--- config.mk ---
export PLATFORM = sky130hd
export DESIGN_NAME = chunked_adder
export DESIGN_NICKNAME = d
export VERILOG_FILES = /design/src/rtl/chunked_adder.sv
export SDC_FILE = /design/constraint.sdc
export NUM_CORES = 1
export LEC_CHECK = 0
export BUFFER_PORTS_ARGS = -buffer_cell sky130_fd_sc_hd__buf_2
export CORE_ASPECT_RATIO = 0.7
export CORE_MARGIN = 10
export CORE_UTILIZATION = 45
export DETAILED_ROUTE_END_ITERATION = 7
export PLACE_DENSITY = 0.67
export SLEW_MARGIN = 30
export SYNTH_ARGS = -nofsm -noshare
export SYNTH_HDL_FRONTEND = slang
export SYNTH_SLANG_ARGS = --single-unit
--- constraint.sdc ---
create_clock -name clk -period 3.5 [get_ports clk]
set_input_delay 0.175 -clock clk [delete_from_list [all_inputs] [get_ports clk]]
set_output_delay 0.175 -clock clk [all_outputs]
set_load 0.005 [all_outputs]
--- src/rtl/chunked_adder.sv ---
// chunked_adder: in0+in1+cin over NCHUNK=nbits/cbits cycles (LSB chunk first); out_val rises NCHUNK cycles after accept.
// out/cout held while out_rdy=0, in_rdy low until the result is taken; CHUNKED_ADDER_OVF_EN adds the signed-overflow output ovf.
module chunked_adder #(
  parameter int nbits = 32,
  parameter int cbits = 8
) (
  input  logic             clk,
  input  logic             reset,
  input  logic             in_val,
  output logic             in_rdy,
  input  logic [nbits-1:0] in0,
  input  logic [nbits-1:0] in1,
  input  logic             cin,
  output logic             out_val,
  input  logic             out_rdy,
  output logic [nbits-1:0] out,
  output logic             cout
`ifdef CHUNKED_ADDER_OVF_EN
  ,
  output logic             ovf
`endif
);

  localparam int NCHUNK = nbits / cbits;
  localparam int CW     = (NCHUNK > 1) ? $clog2(NCHUNK) : 1;

  if (nbits % cbits != 0) begin : g_bad_cfg
    $error("chunked_adder: nbits must be a multiple of cbits");
  end

  localparam logic [1:0] IDLE = 2'd0;
  localparam logic [1:0] CALC = 2'd1;
  localparam logic [1:0] DONE = 2'd2;

  logic [1:0]       state;
  logic [CW-1:0]    count;
  logic             carry;
  logic [nbits-1:0] a, b, res;
  logic             cout_r;
  logic [cbits:0]   sum;
  logic             accept;
  logic             last;

  assign in_rdy  = (state == IDLE) || ((state == DONE) && out_rdy);
  assign out_val = (state == DONE);
  assign accept  = in_val && in_rdy;
  assign out     = res;
  assign cout    = cout_r;
  assign last    = (count == CW'(NCHUNK - 1));

  always_comb begin
    sum = {1'b0, a[int'(count)*cbits +: cbits]}
        + {1'b0, b[int'(count)*cbits +: cbits]}
        + {{cbits{1'b0}}, carry};
  end

`ifdef CHUNKED_ADDER_OVF_EN
  logic ovf_r;
  assign ovf = ovf_r;
`endif

  always_ff @(posedge clk) begin
    if (reset) begin
      state  <= IDLE;
      count  <= '0;
      carry  <= 1'b0;
      a      <= '0;
      b      <= '0;
      res    <= '0;
      cout_r <= 1'b0;
`ifdef CHUNKED_ADDER_OVF_EN
      ovf_r  <= 1'b0;
`endif
    end else begin
      case (state)
        IDLE, DONE: begin
          // From DONE, out_rdy gates in_rdy, so accept also completes the output handshake.
          if (accept) begin
            a     <= in0;
            b     <= in1;
            carry <= cin;
            count <= '0;
            state <= CALC;
          end else if (state == DONE && out_rdy) begin
            state <= IDLE;
          end
        end
        CALC: begin
          res[int'(count)*cbits +: cbits] <= sum[cbits-1:0];
          carry <= sum[cbits];
          count <= count + 1'b1;
          if (last) begin
            state  <= DONE;
            cout_r <= sum[cbits];
`ifdef CHUNKED_ADDER_OVF_EN
            // sum[cbits-1] is the msb of the full result on the final chunk.
            ovf_r  <= (a[nbits-1] == b[nbits-1]) && (sum[cbits-1] != a[nbits-1]);
`endif
          end
        end
        default: state <= IDLE;
      endcase
    end
  end

endmodule

==> flow_metrics.env <==
export IMPL_result_of_the_run="completed"
export IMPL_worst_r2r_path_depth=8
export IMPL_worstHoldPathCells=3
export IMPL_worst_endpoint_required_ns=3.71
export IMPL_insertion_delay_ns=0.34
export IMPL_vdd_drop_max_uv=238
export IMPL_wl_per_cell_um=16.4
export IMPL_max_clock_path_buffers=2
export IMPL_hp_start="in1[27]"
export IMPL_post_cts_resize_count=0
export IMPL_static_leakage_power_nw=2.25
export IMPL_reg2reg_setup_slack_ns=0.45
export IMPL_core_area_um2=9610
export IMPL_timing_final_setup_violations=0
export IMPL_yosysMostFrequentCell="sky130_fd_sc_hd__nand2_1"
export IMPL_finish_instance_area_um2=5290
export IMPL_achievable_frequency_mhz=328
export IMPL_initial_antenna_violation_count=0
export IMPL_die_area_um2=14200
export IMPL_timing_slew_headroom_pct=52.3
export IMPL_globalRouteOverflowTotal=0
export IMPL_synth_warning_count=0
export IMPL_area_delta_synth_final_pct=19.8
export IMPL_die_height_um=103
export IMPL_num_io_pins=104
export IMPL_cts_tree="built"
export IMPL_clkTransAtPathRegs_ns=0.06
export IMPL_route_antenna_remaining_nets=0
export IMPL_placementRows=30
export IMPL_drive_above_1_share_pct=26.6
export IMPL_gpl_final_weighted_congestion=0.826
export IMPL_synth_top_area_cell="sky130_fd_sc_hd__dfxtp_1"
export IMPL_clock_root_buffer="sky130_fd_sc_hd__clkbuf_16"
export IMPL_crit_reg2reg_capture="carry$_SDFFE_PP0P_"
export IMPL_finalCritPeriodShare_pct=87.1
export IMPL_clock_skew_final_ns=0.00633
export IMPL_port_buffers=103
export IMPL_holdBufCountCts=0
export IMPL_post_route_min_period_ns=3.05
export IMPL_drt_vias_per_instance=5.21
export IMPL_worst_endpoint_arrival_ns=3.26
export IMPL_post_dp_hpwl_um=8630
export IMPL_synth_top_flop_cell="sky130_fd_sc_hd__dfxtp_1"
export IMPL_track_usage_pct=16.4
export IMPL_starting_utilization_of_the_core_area_pct=45.9
export IMPL_setup_worst_path_start_class="flip-flop"
export IMPL_critical_path_peak_fanout=4
export IMPL_post_cts_buffers=0
export IMPL_antenna_diode_count=0
export IMPL_number_of_global_route_vias_before_repair=3781
export IMPL_sum_neg_setup_slack_ns=0
export IMPL_drt_iter0_drc=246
export IMPL_synth_top_area_share_pct=46.3
export IMPL_clock_sinks=102
export IMPL_timing_max_cap_violations=0
export IMPL_post_synth_design_cell_area_um2=4410
export IMPL_grt_first_pass_wirelength_um=19000
export IMPL_synth_top_cells_by_area="sky130_fd_sc_hd__dfxtp_1 (46%), sky130_fd_sc_hd__nand2_1 (11%), sky130_fd_sc_hd__a21oi_1 (8.2%)"
export IMPL_post_dp_cell_area_um2=5000
export IMPL_pwr_cell_area_nw_per_um2=484
export IMPL_synthesis_instances=484
export IMPL_fin_nets=659
export IMPL_synth_enable_flop_cells=0
export IMPL_grt_max_degree=68
export IMPL_layout_core_utilization_pct=55.0
export IMPL_ys_seq_elements=102
export IMPL_drc_errors=0
export IMPL_worstReg2RegStart="count[0]$_SDFFE_PP0P_"
export IMPL_seq_area_frac_synth_pct=46.3
export IMPL_setup_worst_path_end_class="flip-flop"
export IMPL_hp_class="primary input to flip-flop"
export IMPL_worst_setup_path_type="flip-flop to flip-flop"
export IMPL_h_tree_depth=3
export IMPL_timing_worst_slew_pin_value_ns=0.710
export IMPL_detailroute_via_count=3676
export IMPL_total_power_w=0.00256
export IMPL_first_pass_iters=5
export IMPL_rsz0062_at_grt="no"
export IMPL_floorplan_die_width_um=138
export IMPL_commonest_cells_in_the_netlist="sky130_fd_sc_hd__nand2_1 (134), sky130_fd_sc_hd__dfxtp_1 (102), sky130_fd_sc_hd__a21oi_1 (72)"
export IMPL_synthDistinctLibCells=41
export IMPL_syn_mean_instance_area_um2=9.11
export IMPL_slew_viol_final=0
export IMPL_synth_async_sr_flop_share_pct=0
export IMPL_number_of_buffers_created_by_cts=9
export IMPL_mappedNetlistNets=568
export IMPL_finalHoldViolations=0
export IMPL_wirelength_um=11600
export IMPL_worstHoldEndpoint="b[27]$_SDFFE_PP0P_"
## worst max path at each step
stage	start	end	slack, ns
after CTS	count[0]$_SDFFE_PP0P_	out[14]$_SDFFE_PP0P_	0.47
final	count[0]$_SDFFE_PP0P_	carry$_SDFFE_PP0P_	0.45
after floorplan	count[0]$_SDFFE_PP0P_	carry$_SDFFE_PP0P_	0.30
after detailed placement	count[0]$_SDFFE_PP0P_	carry$_SDFFE_PP0P_	0.52
after global placement	count[0]$_SDFFE_PP0P_	out[6]$_SDFFE_PP0P_	0.64
after global routing	count[0]$_SDFFE_PP0P_	out[22]$_SDFFE_PP0P_	0.28
## cell usage in the layout, fill, tap and decap left out, types with 2 or more instances in the layout
cell | Yosys | final
sky130_fd_sc_hd__nand2_1 | 134 | 133
sky130_fd_sc_hd__dfxtp_1 | 102 | 102
sky130_fd_sc_hd__buf_2 | 12 | 102
sky130_fd_sc_hd__a21oi_1 | 72 | 72
sky130_fd_sc_hd__nor2_1 | 31 | 31
sky130_fd_sc_hd__a22oi_1 | 28 | 28
sky130_fd_sc_hd__mux4_2 | 16 | 16
sky130_fd_sc_hd__ha_1 | 13 | 13
sky130_fd_sc_hd__clkbuf_16 | 0 | 9
sky130_fd_sc_hd__buf_4 | 2 | 9
sky130_fd_sc_hd__nand3b_1 | 6 | 6
sky130_fd_sc_hd__nand2b_1 | 5 | 5
sky130_fd_sc_hd__o21ai_0 | 4 | 4
sky130_fd_sc_hd__inv_1 | 3 | 3
sky130_fd_sc_hd__a21o_1 | 3 | 3
sky130_fd_sc_hd__xnor2_1 | 3 | 3
sky130_fd_sc_hd__nand2_4 | 3 | 3
sky130_fd_sc_hd__nor4b_4 | 3 | 3
sky130_fd_sc_hd__o21ai_1 | 3 | 3
sky130_fd_sc_hd__nand2_2 | 1 | 2
sky130_fd_sc_hd__xor2_1 | 2 | 2
sky130_fd_sc_hd__or2b_1 | 2 | 2
sky130_fd_sc_hd__nand3_1 | 2 | 2
sky130_fd_sc_hd__fa_1 | 2 | 2
sky130_fd_sc_hd__clkinvlp_4 | 0 | 2
## critical path, stage by stage, from the launching register on
cell and delay (ns):
sky130_fd_sc_hd__dfxtp_1 0.42, sky130_fd_sc_hd__mux4_2 0.54, sky130_fd_sc_hd__fa_1 0.47, sky130_fd_sc_hd__fa_1 0.45
sky130_fd_sc_hd__a21o_1 0.20, sky130_fd_sc_hd__a221oi_2 0.32, sky130_fd_sc_hd__nor2b_1 0.09, sky130_fd_sc_hd__o31ai_1 0.29
sky130_fd_sc_hd__o22ai_1 0.13
## power by group
part	switching [W]	total, W	internal (W)
Combinational	0.000215	0.000359	0.000144
Sequential	0.0000301	0.00124	0.00121
Clock	0.000411	0.000956	0.000545
## area by class of cell
class                   instances  area (um2)
multi-input cells             348        2210
clock buffers                  10         229
repair buffers                111         578
clock inverters                 4        50.0
flip-flops and latches        102        2040
fillers                       916        4320
well taps                     128         160
inverters                       3        11.3
## metal layers
metal  share of wire [%]  track usage (%)  vias to the layer above  wire length [um]
li1                    -                -                     1841                 -
met1                  46             20.7                     1713              5310
met2                  46             26.5                      108              5290
met3                 7.4             4.88                       14               855
met4                 1.0             5.01                        0               121
met5                   0                0                        -                 0
## cells by family after synthesis
logic type	after synthesis	share of synthesized area (%)
and+or+nand+nor	195	20.7
AOI/OAI and AO/OA	116	15.4
DFF	102	46.3
buffers and inverters	34	3.57
muxes	17	8.40
adders and majority gates	15	4.60
xor gates and xnor gates	5	0.993
## flip-flops by register name, summed over array words and instances (netlist names)
name and flops:
state 2, cout 1, count 2, b 32, carry 1, out 32
a 32
## through the flow
step                std cells  hold WS [ns]  setup WS [ns]
global placement          692         0.418          0.640
CTS                       706        0.0538          0.472
finish                    706        0.0662          0.451
global route              706        0.0716          0.278
floorplan                 484         0.311          0.303
detailed placement        692         0.422          0.515
Power figures use the tool's default switching activity.
